## config.mk

```make
export PLATFORM = sky130hd
export DESIGN_NAME = ctrl_pipe
export DESIGN_NICKNAME = d
export VERILOG_FILES = /design/src/rtl/ctrl_pipe.sv
export SDC_FILE = /design/constraint.sdc
export NUM_CORES = 1
export LEC_CHECK = 0
export ABC_AREA = 1
export CELL_PAD_IN_SITES_DETAIL_PLACEMENT = 1
export CELL_PAD_IN_SITES_GLOBAL_PLACEMENT = 1
export CORE_MARGIN = 5
export CORE_UTILIZATION = 37
export DETAILED_ROUTE_END_ITERATION = 8
export PLACE_DENSITY_LB_ADDON = 0.1
export SLEW_MARGIN = 20
export SYNTH_ARGS = -nofsm -noshare
export SYNTH_HDL_FRONTEND = slang
export SYNTH_SLANG_ARGS = --single-unit
```

## constraint.sdc

```tcl
create_clock -name clk -period 2.8 [get_ports clk]
set_input_delay 0.7 -clock clk [delete_from_list [all_inputs] [get_ports clk]]
set_output_delay 0.7 -clock clk [all_outputs]
set_load 0.005 [all_outputs]
```

## src/rtl/ctrl_pipe.sv

```systemverilog
// ----------------------------------------------------------------------------
// ctrl_pipe
// Control pipeline that carries decoded instruction control from decode through
// STAGES stages (stage 0 = execute, STAGES-1 = writeback). Each stage holds
// {ctrl, valid, we, load, cond, not, rd, taken_q}. The block also resolves
// conditional branches in stage 0 and detects load-use hazards against decode.
//
// Ports
//   clk        : clock, all state updates on the rising edge
//   reset      : asynchronous active-low reset, clears every stage
//   d_ctrl     : opaque decoded control word (CW bits)
//   d_valid    : decode slot holds a real instruction
//   d_rd/rs1/rs2 : destination / source register addresses (RW bits)
//   d_rs_use   : bit0 = rs1 is read, bit1 = rs2 is read
//   d_we, d_load, d_cond, d_not : reg write, load, conditional branch, inverted cond
//   cmp_true   : ALU compare result for the instruction in stage 0
//   stall      : per-stage hold request (bit k = stage k)
//   flush      : per-stage kill request (bit k = stage k)
//   ctrl_out   : stage k control word at [k*CW +: CW]
//   valid_out  : per-stage valid
//   we_out     : per-stage register write, qualified by valid
//   rd_out     : stage k destination at [k*RW +: RW]
//   taken      : stage 0 conditional branch resolved taken (combinational)
//   taken_q    : taken flag travelling with each stage, bit 0 always 0
//   load_use   : load-use hazard, asks decode/fetch to hold (combinational)
// ----------------------------------------------------------------------------
module ctrl_pipe #(
   parameter int STAGES = 3,
   parameter int CW     = 24,
   parameter int RW     = 5
) (
   input  logic                 clk,
   input  logic                 reset,
   input  logic [CW-1:0]        d_ctrl,
   input  logic                 d_valid,
   input  logic [RW-1:0]        d_rd,
   input  logic [RW-1:0]        d_rs1,
   input  logic [RW-1:0]        d_rs2,
   input  logic [1:0]           d_rs_use,
   input  logic                 d_we,
   input  logic                 d_load,
   input  logic                 d_cond,
   input  logic                 d_not,
   input  logic                 cmp_true,
   input  logic [STAGES-1:0]    stall,
   input  logic [STAGES-1:0]    flush,
   output logic [STAGES*CW-1:0] ctrl_out,
   output logic [STAGES-1:0]    valid_out,
   output logic [STAGES-1:0]    we_out,
   output logic [STAGES*RW-1:0] rd_out,
   output logic                 taken,
   output logic [STAGES-1:0]    taken_q,
   output logic                 load_use
);

   typedef struct packed {
      logic [CW-1:0] ctrl;
      logic          valid;
      logic          we;
      logic          load;
      logic          cond;
      logic          neg;
      logic [RW-1:0] rd;
      logic          tq;
   } stage_t;

   stage_t [STAGES-1:0] stage_q;
   stage_t [STAGES-1:0] stage_d;
   stage_t [STAGES-1:0] src_s;
   logic   [STAGES-1:0] eff_stall_s;
   logic                taken_s;
   logic                load_use_s;
   logic                unused_s;

   // Effective hold: a stall anywhere downstream freezes every stage above it.
   always_comb begin
      eff_stall_s = {STAGES{1'b0}};
      for (int k = 0; k < STAGES; k++) begin
         eff_stall_s[k] = |(stall >> k);
      end
   end

   // Branch resolution and load-use hazard against the instruction in stage 0.
   always_comb begin
      taken_s    = stage_q[0].valid & stage_q[0].cond & (cmp_true ^ stage_q[0].neg);
      load_use_s = 1'b0;
      // Register 0 is hard-wired, so a load targeting it can never create a hazard.
      if (d_valid && stage_q[0].valid && stage_q[0].load && stage_q[0].we &&
          (stage_q[0].rd != {RW{1'b0}})) begin
         load_use_s = (d_rs_use[0] && (d_rs1 == stage_q[0].rd)) ||
                      (d_rs_use[1] && (d_rs2 == stage_q[0].rd));
      end else begin
         load_use_s = 1'b0;
      end
   end

   // What each stage would load if it advances this edge.
   always_comb begin
      src_s = '0;
      if (d_valid && !load_use_s) begin
         src_s[0].ctrl  = d_ctrl;
         src_s[0].valid = 1'b1;
         src_s[0].we    = d_we;
         src_s[0].load  = d_load;
         src_s[0].cond  = d_cond;
         src_s[0].neg   = d_not;
         src_s[0].rd    = d_rd;
         src_s[0].tq    = 1'b0;
      end else begin
         src_s[0] = '0;
      end
      for (int k = 1; k < STAGES; k++) begin
         // Upstream stage is held: pass a bubble so the held instruction is not duplicated.
         if (eff_stall_s[k-1]) begin
            src_s[k] = '0;
         end else begin
            src_s[k] = stage_q[k-1];
            // Stage 1 captures the live branch result; later stages just carry it.
            src_s[k].tq = (k == 1) ? taken_s : stage_q[k-1].tq;
         end
      end
   end

   // Per-stage next state: flush beats hold, hold beats advance.
   always_comb begin
      stage_d = stage_q;
      for (int k = 0; k < STAGES; k++) begin
         if (flush[k]) begin
            stage_d[k] = '0;
         end else if (eff_stall_s[k]) begin
            stage_d[k] = stage_q[k];
         end else begin
            stage_d[k] = src_s[k];
         end
      end
   end

   // Stage registers.
   always_ff @(posedge clk or negedge reset) begin
      if (!reset) begin
         stage_q <= '0;
      end else begin
         stage_q <= stage_d;
      end
   end

   // Flatten stage registers onto the output buses.
   always_comb begin
      ctrl_out  = {(STAGES*CW){1'b0}};
      valid_out = {STAGES{1'b0}};
      we_out    = {STAGES{1'b0}};
      rd_out    = {(STAGES*RW){1'b0}};
      taken_q   = {STAGES{1'b0}};
      for (int k = 0; k < STAGES; k++) begin
         ctrl_out[k*CW +: CW] = stage_q[k].ctrl;
         valid_out[k]         = stage_q[k].valid;
         we_out[k]            = stage_q[k].valid & stage_q[k].we;
         rd_out[k*RW +: RW]   = stage_q[k].rd;
         taken_q[k]           = (k == 0) ? 1'b0 : stage_q[k].tq;
      end
      taken    = taken_s;
      load_use = load_use_s;
   end

   // Fields with no consumer: writeback-stage hazard/branch bits and stage 0 taken slot.
   assign unused_s = ^{stage_q[STAGES-1].load, stage_q[STAGES-1].cond,
                       stage_q[STAGES-1].neg, stage_q[0].tq};

endmodule

```

# After elaboration in Yosys (flattened, before gate mapping)
# Index checks and enable logic that the tools add are counted.
# totals
word_cells	53
register_bits	101
output_inout_bits	98
in_bits	55
# classes
n_bitwise	6
mux	10
n_eq_ne	5
n_reduce_logical	12
# op_table
op	count
$mux 35	9
$eq 5x5->1	2
$logic_and 1x1->1	7
$and 1x1->1	5
$reduce_bool 5->1	1
$ne 2x2->1 const B	2
$reduce_or 3->1	1
$ne 2x1->1 const B	1
$reduce_or 2->1	1
$logic_not 1->1	1
$logic_or 1x1->1	1
$mux 1	1
$xor 1x1->1	1

# Longest topological paths before layout
# depth
depth_word	10
ltp_mapped	10
mapped_depth_nobuf	9

# Worst setup path after synthesis
# Ideal clock, no wire load.
# synth_path
path_kind	input port to output port
start	input d_rs2[0]
end	output load_use
path_buffers	1
path_slack_ps	716
path_stages	9
t_required_ps	2100
arrival_time_ps	1384
cell_sequence	inv_1 nand2_1 nand2_1 nor2_1 nand3_1 nand2_1 nand2_1 buf_2 inv_2
# synth_via
elab_chain_len	4
# synth_lines
item	line_no	source
start, declared	38	input logic [RW-1:0] d_rs2,
$eq 5x5->1	91	(d_rs_use[1] && (d_rs2 == stage_q[0].rd));
$logic_and 1x1->1	91	
$logic_or 1x1->1	90	load_use_s = (d_rs_use[0] && (d_rs1 == stage_q[0].rd)) ||
$mux 1	88	if (d_valid && stage_q[0].valid && stage_q[0].load && stage_q[0].we &&
end, declared	53	output logic load_use
# Every way passes these cells.

# Final worst setup path
# layout_path
start	input cmp_true
end	output taken
# layout_via
elab_chain_len	2
# layout_lines
item	line_no	source
start, declared	44	input logic cmp_true,
$xor 1x1->1	85	taken_s = stage_q[0].valid & stage_q[0].cond & (cmp_true ^ stage_q[0].neg);
$and 1x1->1	85	
end, declared	51	output logic taken,
# Every way passes these cells.

==> results.sh <==
export IMPL_outcome="finished clean"
export IMPL_ys_flop_type="dfrtp_1"
export IMPL_tightest_slew_ns=1.07
export IMPL_slew_headroom=0.287
export IMPL_drtIter0Drc=203
export IMPL_mostFrequentLayoutCell="clkdlybuf4s50_1"
export IMPL_hold_buffers=0
export IMPL_cts_resized=3
export IMPL_core_area_sq_um=13100
export IMPL_grtUsageTotal=0.177
export IMPL_synth_edf_count=0
export IMPL_power_density_nw_per_um2=475
export IMPL_yosys_area_top_type_share=0.502
export IMPL_worst_setup_path_end_kind="primary output"
export IMPL_worst_endpoint_arrival_ns=2.00
export IMPL_ys_ff_latch=98
export IMPL_drc=0
export IMPL_syn_nets=614
export IMPL_drive_gt1_frac=0.0667
export IMPL_antennaDiodeCount=0
export IMPL_maxCapViolations=0
export IMPL_p_leak_nw=2.83
export IMPL_cts_max_path_buffers=2
export IMPL_syn_inst=559
export IMPL_max_freq_mhz=371
export IMPL_num_vias=3781
export IMPL_cp_slowest_cell="clkdlybuf4s50_1"
export IMPL_rsz0062_at_grt="no"
export IMPL_dpl_cell_area_sq_um=5900
export IMPL_h_tree_depth=3
export IMPL_gr_total_overflow=0
export IMPL_pin_count=153
export IMPL_die_x_um=125
export IMPL_crit_path_max_incr_delay_ns=0.50
export IMPL_synth_top_cell_by_area="dfrtp_1"
export IMPL_die_h_um=125
export IMPL_routed_wl_um=13700
export IMPL_fin_total_pwr_mw=2.95
export IMPL_skew_ns=0.00363
export IMPL_path_max_fanout=2
export IMPL_yosysSeqAreaShare=0.502
export IMPL_postLayoutCellArea_sq_um=6200
export IMPL_synthToLayoutAreaGrowth_pct=26.9
export IMPL_cp_cell_sequence="clkdlybuf4s50_1, nor2_1, nor2_1, nand3_1, inv_1, clkdlybuf4s50_1"
export IMPL_wl_per_cell_um=17.3
export IMPL_cp_start_kind="input port"
export IMPL_grt_max_degree=56
export IMPL_synth_area_leaders="dfrtp_1 (50%), buf_4 (14%), nand3_1 (9.5%)"
export IMPL_min_delay_path_class="in2async"
export IMPL_r2r_slack_ns=1.14
export IMPL_synth_distinct_cells=22
export IMPL_clock_sinks=98
export IMPL_nets=666
export IMPL_required_ns=2.10
export IMPL_die_area_sq_um=15600
export IMPL_clock_latency_ns=0.33
export IMPL_post_cts_repair_setup_buffers=0
export IMPL_async_reset_ff_frac=1.00
export IMPL_whs_ns=0.364
export IMPL_irDropWorstVdd_mv=0.238
export IMPL_grt_pass1_wl_um=22600
export IMPL_start_util=0.374
export IMPL_most_common_layout_cells="clkdlybuf4s50_1 (149), nand2_1 (103), dfrtp_1 (98), nand3_1 (93), inv_1 (50)"
export IMPL_min_period_ns=2.70
export IMPL_reg2regPathDepth=10
export IMPL_vias_per_cell=4.78
export IMPL_setup_violations=0
export IMPL_fillers=1472
export IMPL_rows=42
export IMPL_dpl_hpwl_um=10100
export IMPL_grt_pass1_vias=4162
export IMPL_cts_tree="yes"
export IMPL_port_buffers=151
export IMPL_hold_viol=0
export IMPL_post_route_util=0.474
export IMPL_netlist_area_sq_um=4890
export IMPL_crit_type="in2out"
export IMPL_antenna_found_initial=0
export IMPL_avgSynthCellArea_sq_um=8.74
export IMPL_root_buffer="clkbuf_16"
export IMPL_min_period_over_period=0.963
export IMPL_drtAntennaViolNets=0
export IMPL_cts_clk_slew_worst_paths_ns=0.06
export IMPL_numCtsBuffers=9
export IMPL_gp_congestion=0.791
export IMPL_finalMaxSlewViolations=0
export IMPL_drt_first_pass_iters=4
export IMPL_yosys_warnings=0
==> Yosys cell counts, types with 4 or more instances <==
| cell type | number |
|---|---|
| buf_4 | 93 |
| inv_1 | 50 |
| buf_2 | 9 |
| o21ai_0 | 13 |
| buf_1 | 4 |
| dfrtp_1 | 98 |
| o21ai_1 | 12 |
| nor2_1 | 11 |
| o22ai_1 | 7 |
| nand3_1 | 93 |
| inv_2 | 6 |
| clkbuf_1 | 14 |
| nand2_1 | 105 |
| o31ai_1 | 32 |
==> worst max-delay path: cells and delay by family <==
family / cells / cell delay, ns
buffers and inverters: 3 / 1.06
and+or+nand+nor: 3 / 0.24
==> final cells by class <==
| cell class | count | area (sq um) | area share |
|---|---|---|---|
| inverters | 57 | 215 | 0.0347 |
| clock inverters | 2 | 35.0 | 0.00565 |
| repair buffers | 164 | 1630 | 0.263 |
| well taps | 176 | 220 | 0.0355 |
| clock buffers | 13 | 270 | 0.0436 |
| multi-input cells | 281 | 1380 | 0.223 |
| flip-flops and latches | 98 | 2450 | 0.395 |
==> power by group <==
group	switching [mW]	internal, mW
Clock	0.497	0.760
Combinational	0.137	0.113
Sequential	0.0122	1.43
==> sequential cells by signal (all words and copies together), names as in the netlist <==
| signal | count |
|---|---|
| taken_q | 2 |
| rd_out | 15 |
| stage_q | 6 |
| valid_out | 3 |
| ctrl_out | 72 |
==> worst paths after layout <==
kind                            start      endpoint
max                          cmp_true         taken
min                             reset   ctrl_out[0]
max reg2reg                 rd_out[2]  ctrl_out[18]
min reg2reg                stage_q[8]    stage_q[8]
max in group asynchronous       reset  ctrl_out[53]
min in group clk           stage_q[8]    stage_q[8]
==> per-layer routing <==
| layer | track usage | vias up | wire (um) |
|---|---|---|---|
| met2 | 0.303 | 110 | 6750 |
| met4 | 0.0415 | 0 | 134 |
| met1 | 0.227 | 1845 | 5950 |
| met5 | 0 | - | 0 |
| li1 | - | 1816 | - |
| met3 | 0.0469 | 10 | 818 |
==> logic make-up after synthesis <==
group,after synthesis,share of synthesized area
other,1,0.000767
buffers and inverters,180,0.217
DFF,98,0.502
AOI/OAI and AO/OA,64,0.0837
and+or+nand+nor,216,0.197
==> per-stage QoR <==
step	cells	TNS (ns)	setup slack, ns
6_report	791	0	0.102
2_1_floorplan	559	0	0.716
5_1_grt	791	0	0.0107
3_5_place_dp	776	-0.223	-0.223
4_1_cts	791	0	0.0846
3_3_place_gp	776	-0.178	-0.178
Note: power is estimated with default switching activity, not from simulation.
